$ cat src/rtl/mul_hilo_stage_pkg.sv
// Shared types and widths for the multiply hi/lo stage.
package mul_hilo_stage_pkg;
    localparam int OP_W   = 16;
    localparam int PROD_W = 32;

    typedef enum logic [1:0] {
        IDLE   = 2'd0,
        SETTLE = 2'd1,
        DONE   = 2'd2
    } state_t;
endpackage

$ cat src/rtl/mul.sv
// Combinational 16x16 unsigned array multiplier: shift-and-add over the bits of B.
module mul
    import mul_hilo_stage_pkg::*;
(
    output logic [OP_W-1:0] hi,
    output logic [OP_W-1:0] lo,
    input  logic [OP_W-1:0] A,
    input  logic [OP_W-1:0] B
);
    logic [PROD_W-1:0] acc;

    always_comb begin
        acc = '0;
        for (int i = 0; i < OP_W; i++) begin
            if (B[i]) acc = acc + (PROD_W'(A) << i);
        end
    end

    assign {hi, lo} = acc;
endmodule

$ cat src/rtl/mul_hilo_stage.sv
// Handshaked multiply stage: latches operands, waits SETTLE_CYCLES for the array
// multiplier, registers the 32-bit product. MUL_SIGNED_EN adds signed operation.
module mul_hilo_stage
    import mul_hilo_stage_pkg::*;
#(
    parameter int SETTLE_CYCLES = 2
) (
    input  logic            clk,
    input  logic            rst,
    input  logic            in_valid,
    output logic            in_ready,
    input  logic [OP_W-1:0] A,
    input  logic [OP_W-1:0] B,
    input  logic            signed_op,
    output logic            out_valid,
    input  logic            out_ready,
    output logic [OP_W-1:0] hi,
    output logic [OP_W-1:0] lo,
    output logic            busy
);
    state_t            state, state_nxt;
    logic [3:0]        cnt;
    logic [OP_W-1:0]   a_q, b_q;
    logic [OP_W-1:0]   mul_a, mul_b, prod_hi, prod_lo;
    logic [PROD_W-1:0] prod, prod_fin;
    logic              accept, capture;

    assign accept  = in_valid && in_ready;
    assign capture = (state == SETTLE) && (cnt == 4'd0);

    always_ff @(posedge clk) begin
        if (rst) state <= IDLE;
        else     state <= state_nxt;
    end

    always_comb begin
        state_nxt = state;
        case (state)
            IDLE:    if (accept) state_nxt = SETTLE;
            SETTLE:  if (capture) state_nxt = DONE;
            DONE:    if (out_ready) state_nxt = in_valid ? SETTLE : IDLE;
            default: state_nxt = IDLE;
        endcase
    end

    always_comb begin
        in_ready  = (state == IDLE) || ((state == DONE) && out_ready);
        out_valid = (state == DONE);
        busy      = (state != IDLE);
    end

    always_ff @(posedge clk) begin
        if (rst) begin
            a_q <= '0;
            b_q <= '0;
            cnt <= '0;
            hi  <= '0;
            lo  <= '0;
        end else begin
            if (accept) begin
                a_q <= A;
                b_q <= B;
                cnt <= 4'(SETTLE_CYCLES - 1);
            end else if ((state == SETTLE) && (cnt != 4'd0)) begin
                cnt <= cnt - 4'd1;
            end
            if (capture) {hi, lo} <= prod_fin;
        end
    end

`ifdef MUL_SIGNED_EN
    logic sop_q, neg;

    always_ff @(posedge clk) begin
        if (rst)         sop_q <= 1'b0;
        else if (accept) sop_q <= signed_op;
    end

    // Multiply magnitudes; -0x8000 wraps to 0x8000, which is the correct magnitude.
    assign mul_a    = (sop_q && a_q[OP_W-1]) ? -a_q : a_q;
    assign mul_b    = (sop_q && b_q[OP_W-1]) ? -b_q : b_q;
    assign neg      = sop_q && (a_q[OP_W-1] ^ b_q[OP_W-1]);
    assign prod_fin = neg ? -prod : prod;
`else
    logic unused_signed_op;

    assign unused_signed_op = signed_op;
    assign mul_a    = a_q;
    assign mul_b    = b_q;
    assign prod_fin = prod;
`endif

    mul u_mul (
        .hi (prod_hi),
        .lo (prod_lo),
        .A  (mul_a),
        .B  (mul_b)
    );

    assign prod = {prod_hi, prod_lo};
endmodule
$ cat config.mk
export PLATFORM = sky130hd
export DESIGN_NAME = mul_hilo_stage
export DESIGN_NICKNAME = d
export VERILOG_FILES = /design/src/rtl/mul_hilo_stage_pkg.sv /design/src/rtl/mul.sv /design/src/rtl/mul_hilo_stage.sv
export SDC_FILE = /design/constraint.sdc
export NUM_CORES = 1
export LEC_CHECK = 0
export ABC_CLOCK_PERIOD_IN_PS = 41000
export CORE_UTILIZATION = 25
export DETAILED_ROUTE_END_ITERATION = 10
export DONT_BUFFER_PORTS = 1
export PLACE_DENSITY = 0.34
export SLEW_MARGIN = 20
export SYNTH_ARGS = -nofsm -noshare
export SYNTH_HDL_FRONTEND = slang
export SYNTH_HIERARCHICAL = 1
export SYNTH_SLANG_ARGS = --single-unit
$ cat constraint.sdc
create_clock -name clk -period 41 [get_ports clk]
set_clock_uncertainty 0.2 [all_clocks]
set_input_delay 10.25 -clock clk [delete_from_list [all_inputs] [get_ports clk]]
set_output_delay 10.25 -clock clk [all_outputs]
set_load 0.02 [all_outputs]
==> results of run 1 <==
## power by group
group	leakage (nW)	internal [mW]	switching, mW
Sequential	0.571	0.0721	0.00547
Combinational	8.10	0.134	0.227
Clock	0.126	0.0415	0.0456
## state kept, by name, indices dropped and copies added, names as in the netlist
name / cells
hi: 16
a_q: 16
cnt: 4
state: 2
b_q: 16
lo: 16
## cells by family after synthesis
group | count (synthesis) | share of synthesized area
compound gates | 937 | 0.348
simple gates | 791 | 0.208
fa+ha+maj | 290 | 0.209
buf+inv | 228 | 0.0490
xor+xnor | 155 | 0.0758
flops | 70 | 0.0782
mux | 54 | 0.0325
## metrics by stage
stage                      util  cells
after floorplan               -   2525
after global placement    0.270   3409
after detailed placement  0.270   3409
after CTS                 0.274   3424
after global routing      0.274   3424
final                     0.274   3425
## layout make-up
type | count | area, sq um
sequential | 70 | 1400
antenna | 1 | 2.50
fill | 7745 | 51200
clock inverter | 4 | 33.8
multi-input combinational | 2227 | 15700
inverter | 127 | 477
clock buffer | 11 | 233
timing repair buffer | 45 | 338
tap | 940 | 1180
## worst paths after layout
path / start / end / cells after the start
min: a_q[7] / a_q[7] / 2
max: b_q[0] / hi[14] / 113
max reg2reg: b_q[0] / hi[14] / 113
min reg2reg: a_q[7] / a_q[7] / 2
## cell usage after synthesis (27+ instances only)
cell	count
a211oi_1	38
a21o_1	73
a21oi_1	229
a31oi_1	43
and2_1	31
clkbuf_1	74
dfxtp_1	70
ha_1	275
inv_1	122
mux2_2	32
nand2_1	237
nand3_1	107
nor2_1	206
nor2b_1	28
nor3_1	56
o211ai_1	27
o21a_1	58
o21ai_0	189
o21ai_1	36
o31ai_1	31
xnor2_1	93
xor2_1	62
## critical path, delay by kind of cell, from the launching register on
| kind | cells | cell delay [ns] |
|---|---|---|
| XOR/XNOR | 10 | 1.81 |
| flip-flops | 1 | 0.95 |
| multiplexers | 2 | 0.43 |
| AO/OA/AOI/OAI | 50 | 12.21 |
| adder cells (fa/ha/maj) | 15 | 4.89 |
| buffers and inverters | 7 | 0.85 |
| AND/OR/NAND/NOR | 29 | 4.94 |
## routing by layer
layer	wire, um	global-route usage	share of wire
met3	3820	0.0289	0.050
met1	36100	0.279	0.48
met5	0	0	0
met4	1280	0.0378	0.017
met2	34500	0.335	0.46
## layout by cell type (no fill, tap or decap), types with 8 or more instances in the layout
cell / n
o211ai_1: 27
o21a_1: 58
a311oi_1: 9
fa_1: 15
a21o_1: 73
xnor2_1: 93
nand2_1: 237
nor2_1: 206
or4_1: 8
and3_1: 21
nand4_1: 8
mux2_2: 32
inv_1: 122
ha_1: 275
o31ai_1: 31
a221o_1: 8
and2_1: 31
o21ai_1: 36
o31a_1: 20
a21oi_1: 229
mux2i_1: 21
nand3_1: 107
o221ai_1: 8
nor2b_1: 25
buf_4: 45
o21ai_0: 189
or3_1: 15
o22ai_1: 10
clkbuf_16: 9
nand2b_1: 21
a31oi_1: 43
o21bai_1: 15
nor3_1: 56
xor2_1: 62
or2_2: 14
dfxtp_1: 70
a211oi_1: 38
a31o_2: 11
a41oi_1: 8
==> metrics.yaml, run 1 <==
cts:
  clkLatencyLatePin_ns: 0.39
  cts_made_buffers: 9
  cts_htree_levels: 3
  ctsResizeCount: 0
  cts_buffer_depth: 2
  cts.sinks: 70
  post-cts-setup-buffers: 0
  cts_tree: "done"
  clk_pin_slew_ns: 0.09
  cts_root_buffer: "clkbuf_16"
  cts.hold.buffers_added: 0
place:
  dp_hpwl_mm: 58.3
  place_congestion: 0.854
  io_buffers: 0
  placed_area_sq_um: 19100
  pre_cts_slack_ns: 14.86
logic_synthesis:
  synth_top_area_share: 0.192
  async_flop_share: 0
  post_synth_num_cell_types: 104
  ys.flop_type: "dfxtp_1"
  synth-edff-count: 0
  synth_seq_area_share: 0.0782
  netlist_instances: 2525
  synth_top_area_cell: "ha_1"
  avgSynthCellArea_sq_um: 7.09
  syn_nets: 2852
  ys_seq_elements: 70
  synth_top_cells_by_area: "ha_1 (19%), dfxtp_1 (7.8%), a21oi_1 (6.4%)"
  syn_area_sq_um: 17900
  synth_warnings: 6
sta:
  tightest_slew_ns: 1.06
  setup_viol: 0
  setup_slack_ns: 14.51
  slew_viol_final: 0
  hold_viol: 0
  rsz0062_at_grt: "false"
  max_slew_margin: 0.291
  layout_min_cycle_time_ns: 26.49
  fin_tns_setup_ns: 0
  fmax_ghz: 0.0377
  whs_ns: 0.274
  finalCritPeriodShare: 0.646
final_layout:
  drive_gt1_frac: 0.0632
  syn2layout_area_growth_pct: 7.86
  postLayoutCellArea_sq_um: 19300
  fin_nets: 2807
drt:
  avgViaCountPerCell: 5.51
  dr.first_iter.drc_count: 1209
  wirelength_mm: 75.7
  dr.pass1.iters: 5
  ant_nets: 0
  route.detailed.drc: 0
  wl_per_cell_um: 22.1
  via_count: 18886
worst_setup_path:
  cp-end-kind: "flip-flop"
  path_max_fanout: 21
  path_class: "reg2reg"
  crit_slowest_cell: "dfxtp_1"
  cpPeakStageDelay_ns: 0.95
  start_kind: "flip-flop"
  worstPathRequired_ns: 41.06
  r2r_slack_ns: 14.51
  crit_top_cell: "ha_1"
  arrival_ns: 26.55
run:
  cap_violations: 0
floorplan:
  core_area_sq_um: 70500
  die-area_sq_um: 72700
  initial_utilization: 0.254
  rows: 97
  ios: 72
  die_h_um: 270
  die_w_um: 270
global_routing:
  track_usage: 0.203
  overflow: 0
  grt_max_degree: 71
  grt_pass1_wl_mm: 113
  grt_pass1_vias: 17797
  antenna_found_initial: 1
power_and_ir_drop:
  ir_drop_mv: 0.0169
  p_per_area_nw_per_um2: 27.2
  leakage_nw: 8.79
  power_uw: 526
outcome:
  status: "finished clean"
worst_hold_path:
  hold_path_class: "reg2reg"
(Power assumes the default switching activity.)
==> inputs of run 2 (changes only) <==
Settings changed: ABC_CLOCK_PERIOD_IN_PS 41000 to 25000.
Clock period 41 ns to 25 ns, I/O delays scaled along.
==> run 2 against run 1 <==
  * Sequential share of layout area decreased by 0.22 points
  * Hold slack lost 0.0013 ns
  * Wire length up 6.4%
  * Utilization up 0.92 points
  * Sequential cell count unchanged
  * Cell area rose by 3.4%
  * Critical path depth unchanged
  * Clock power increased by 84%
  * Die area did not move
==> metrics.yaml, run 2 (same netlist as run 1, synthesis figures left out) <==
outcome:
  status: "finished clean"
drt:
  wirelength_mm: 80.6
  wl_per_cell_um: 23.2
  avgViaCountPerCell: 5.54
  ant_nets: 0
  dr.first_iter.drc_count: 1386
  via_count: 19235
  route.detailed.drc: 0
  dr.pass1.iters: 6
sta:
  max_slew_margin: 0.314
  setup_slack_ns: 1.48
  slew_viol_final: 0
  hold_viol: 0
  setup_viol: 0
  finalCritPeriodShare: 0.941
  tightest_slew_ns: 1.02
  fmax_ghz: 0.0425
  layout_min_cycle_time_ns: 23.52
  fin_tns_setup_ns: 0
worst_setup_path:
  timing.rr.end: "hi[14]"
  start_kind: "flip-flop"
  crit_slowest_cell: "or4_1"
  reg2regPathDepth: 113
  worstPathRequired_ns: 25.07
  cp-startpoint: "b_q[0]"
  r2r_slack_ns: 1.48
  worst_r2r_startpoint: "b_q[0]"
  cpPeakStageDelay_ns: 0.55
  path_class: "reg2reg"
  cp-end-kind: "flip-flop"
  crit_top_cell: "ha_1"
  arrival_ns: 23.59
  path_max_fanout: 7
worst_hold_path:
  hold_path_depth: 2
  hold_path_end: "a_q[15]"
  hold_start: "a_q[15]"
  hold_path_class: "reg2reg"
cts:
  clkLatencyLatePin_ns: 0.40
  cts_tree: "done"
  cts.sinks: 70
  cts_root_buffer: "clkbuf_16"
  cts_made_buffers: 9
  cts_htree_levels: 3
  cts_buffer_depth: 2
  clk_pin_slew_ns: 0.09
floorplan:
  initial_utilization: 0.254
  core_area_sq_um: 70500
  die-area_sq_um: 72700
  die_h_um: 270
  die_w_um: 270
  ios: 72
  rows: 97
power_and_ir_drop:
  p_per_area_nw_per_um2: 45.5
  p_seq_frac: 0.143
  p_comb_frac: 0.680
  p_sw_frac: 0.526
  p_int_uw: 431
  leakage_nw: 9.13
  ir_drop_mv: 0.0321
  p_sw_uw: 478
  pwr-share-clk: 0.176
place:
  placed_area_sq_um: 19400
  place_congestion: 0.868
  dp_hpwl_mm: 62.9
  dp.cells: 3449
  pre_cts_slack_ns: 0.298
  io_buffers: 0
global_routing:
  grt_max_degree: 71
  grt_pass1_wl_mm: 119
  antenna_found_initial: 7
  overflow: 0
  grt_pass1_vias: 18219
  track_usage: 0.216
final_layout:
  final_common_cell: "ha_1"
  post-route-util: 0.283
  nFillCells: 7751
  seq_area_sq_um: 1400
  postLayoutCellArea_sq_um: 20000
  syn2layout_area_growth_pct: 11.5
  drive_gt1_frac: 0.0967
  fin_cells: 3475
  multi_input_comb_area_sq_um: 15900
  fin_nets: 2856
  final_cell_mix: "ha_1 (275), nand2_1 (237), a21oi_1 (220)"
run:
  cap_violations: 0
## run 2: changes by cell type in the layout (fill, tap and decap cells not counted), sizes merged
cell,change
inv,+1
clkinvlp,+1
buf,+49
clkbuf,-2
bufinv,+1
## run 2: area by class of cell
class,instances,share of cell area
clock buffer,9,0.0113
multi-input combinational,2227,0.796
sequential,70,0.0703
clock inverter,7,0.00413
timing repair buffer,94,0.0355
inverter,127,0.0239
tap,940,0.0589
antenna,1,0.000125
## run 2: repair_timing
item / CTS / global route
resized for setup: 0 / 49
buffers inserted: 0 / 9
endpoints found under the setup margin: 0 / 8
hold buffers: 0 / 0
## run 2: worst max-delay path by stage
stage,end
final,hi[14]
after global routing,hi[14]
after CTS,hi[14]
after detailed placement,hi[14]
after global placement,hi[14]
after floorplan,hi[14]
## run 2: power by group through the flow
stage	logic [mW]	clock network, mW	registers (mW)
2_1_floorplan	0.419	0	0.135
3_3_place_gp	0.601	0	0.133
3_5_place_dp	0.603	0	0.133
4_1_cts	0.607	0.167	0.131
5_1_grt	0.683	0.170	0.131
6_report	0.619	0.160	0.130
## run 2: through the flow
stage	total power, mW	hold WS, ns
6_report	0.910	0.272
5_1_grt	0.984	0.314
4_1_cts	0.904	0.276
3_5_place_dp	0.736	0.267
3_3_place_gp	0.734	0.263
2_1_floorplan	0.554	0.250
## run 2: routing by layer
layer | GRT usage | up-vias | wire [um]
li1 | - | 9434 | -
met1 | 0.294 | 9275 | 38000
met2 | 0.349 | 455 | 36100
met3 | 0.0351 | 67 | 4220
met4 | 0.0609 | 4 | 2210
met5 | 0 | - | 27
## run 2: critical path, delay by kind of cell, from the launching register on
| kind | cells | cell delay, ns |
|---|---|---|
| DFF | 1 | 0.39 |
| muxes | 4 | 0.97 |
| AOI/OAI and AO/OA | 48 | 9.12 |
| buffers and inverters | 6 | 0.70 |
| and+or+nand+nor | 28 | 5.01 |
| adders and majority gates | 16 | 5.22 |
| xor gates and xnor gates | 11 | 1.79 |
==> RTL change (settings of run 2) <==
The option `MUL_SIGNED_EN` is turned on by a define.
--- a/src/rtl/mul_hilo_stage.sv
+++ b/src/rtl/mul_hilo_stage.sv
@@ -1,5 +1,7 @@
 // Handshaked multiply stage: latches operands, waits SETTLE_CYCLES for the array
 // multiplier, registers the 32-bit product. MUL_SIGNED_EN adds signed operation.
+`define MUL_SIGNED_EN
+
 module mul_hilo_stage
     import mul_hilo_stage_pkg::*;
 #(
Check against the original RTL: not equivalent (a bounded check fails within 4 cycles, from zero or initial values and one cycle with rst high).
==> RTL change against run 2 <==
- cell count up 15%
- sequential share of layout area down 0.98 points
- global-route usage down 1.4 points
- synthesized cell count up 9.0%
- area after synthesis up 9.2%
- critical path type unchanged
- worst setup slack better by 160 ps
- sequential cell count up 1
- critical path depth up 4
- sequential power up 7%
- design area up 18%
- power up 31%
- routed wire length up 0.90%
- via count up 9.4%
- core utilization up 2.0 points
==> RTL change: results (changes against run 2) <==
Number of non-clock inverters: 137 (was 127). For the synthesized instance count, the log shows 2,751 (was 2,525). The run gives 0.328 (was 0.314) as the normalized max-slew margin. Power density over the cells: 50.6 nW/um^2 (was 45.5 nW/um^2). Xor and xnor fraction of the mapped netlist area: 0.0941 (was 0.0758).

The switching share of power is 0.508 (was 0.526), and the combinational share of power is 0.772 (was 0.680). For the met3 usage in global routing, the log shows 0.0168 (was 0.0351). The wire length of the first global-routing pass came out at 124,000 um (was 119,000 um). Initial antenna violation count: 2 (was 7). The share of cells above drive strength 1 works out to 0.171 (was 0.0967).

The run gives 3,081 (was 2,852) as the net count after synthesis. The delay of the slowest cell on the worst path was 520 ps (was 550 ps). The setup slack at placement is 666 ps (was 298 ps). The total of fill cells in the finished design was 8,472 (was 7,751). For the via count of the first global-routing pass, the log shows 20,600 (was 18,200). The tools report the global-route track usage on met1 as 0.281 (was 0.294). The final-layout clock-cell area share is 0.0129 (was 0.0154), and the adder-cell share of the synthesized area is 0.193 (was 0.209).

For the leakage dissipation, the log shows 11.0 nW (was 9.13 nW). The flow ran to the end, and the final reports show no timing, DRC or antenna violations. The overall track demand over capacity in global routing was 0.202 (was 0.216); the detailed route wirelength on metal3 was 2720 um (was 4220 um).

The number of non-clock buffers in the layout came out at 299 (was 94). The part of the Yosys area used for sequential elements was 0.0727 (was 0.0782). Pin count of the biggest net entering global routing: 58 (was 71). Cell area reported after detailed placement: 22,900 um^2 (was 19,400 um^2). Most instantiated cells after synthesis: sky130_fd_sc_hd__nand2_1 (316), sky130_fd_sc_hd__ha_1 (278), sky130_fd_sc_hd__a21oi_1 (259) (was sky130_fd_sc_hd__ha_1 (275), sky130_fd_sc_hd__nand2_1 (237), sky130_fd_sc_hd__a21oi_1 (229)).

The run gives 3,297 (was 2,856) as the final net count. The wire length on met2 is 36,700 um (was 36,100 um). The area share of buffers outside the clock network works out to 0.0956 (was 0.0355). The logs give 1,216 (was 1,386) for the number of DRC violations after detailed-routing iteration 0 and 40,200 um (was 38,000 um) for the routed metal-1 wirelength. The total number of multi-input combinational cells is 2,449 (was 2,227), and the global routing met2 resource utilization is 0.334 (was 0.349).
RTL change: cell types whose count changed after synthesis, sizes merged, moves of 19 or more:
cell	run 2	this run
o21ai	226	201
nand3	107	60
nand2b	22	45
nor2	206	225
xor2	62	103
a21oi	232	262
nand2	238	316
mux2	33	52
RTL change: worst min-delay path: cells and delay by family, from the launching register on:
kind             cells  cell delay (ps)
AND/OR/NAND/NOR      1               60
AO/OA/AOI/OAI        1               50
flip-flops           1              330
RTL change: cell families (layout without fill, tap and decap cells):
kind of cell,Yosys count,in the layout
adder cells (fa/ha/maj),293,293
multiplexers,85,85
flip-flops,71,71
buffers and inverters,231,452
other,0,1
AO/OA/AOI/OAI,947,947
AND/OR/NAND/NOR,914,914
XOR/XNOR,210,210
RTL change: worst paths after layout:
check                             from      to  slack, ps  depth (start not counted)
worst max-delay path            a_q[1]  hi[15]       1640                        117
worst min-delay path            a_q[1]  a_q[1]        280                          2
worst max register to register  a_q[1]  hi[15]       1640                        117
worst min register to register  a_q[1]  a_q[1]        280                          2
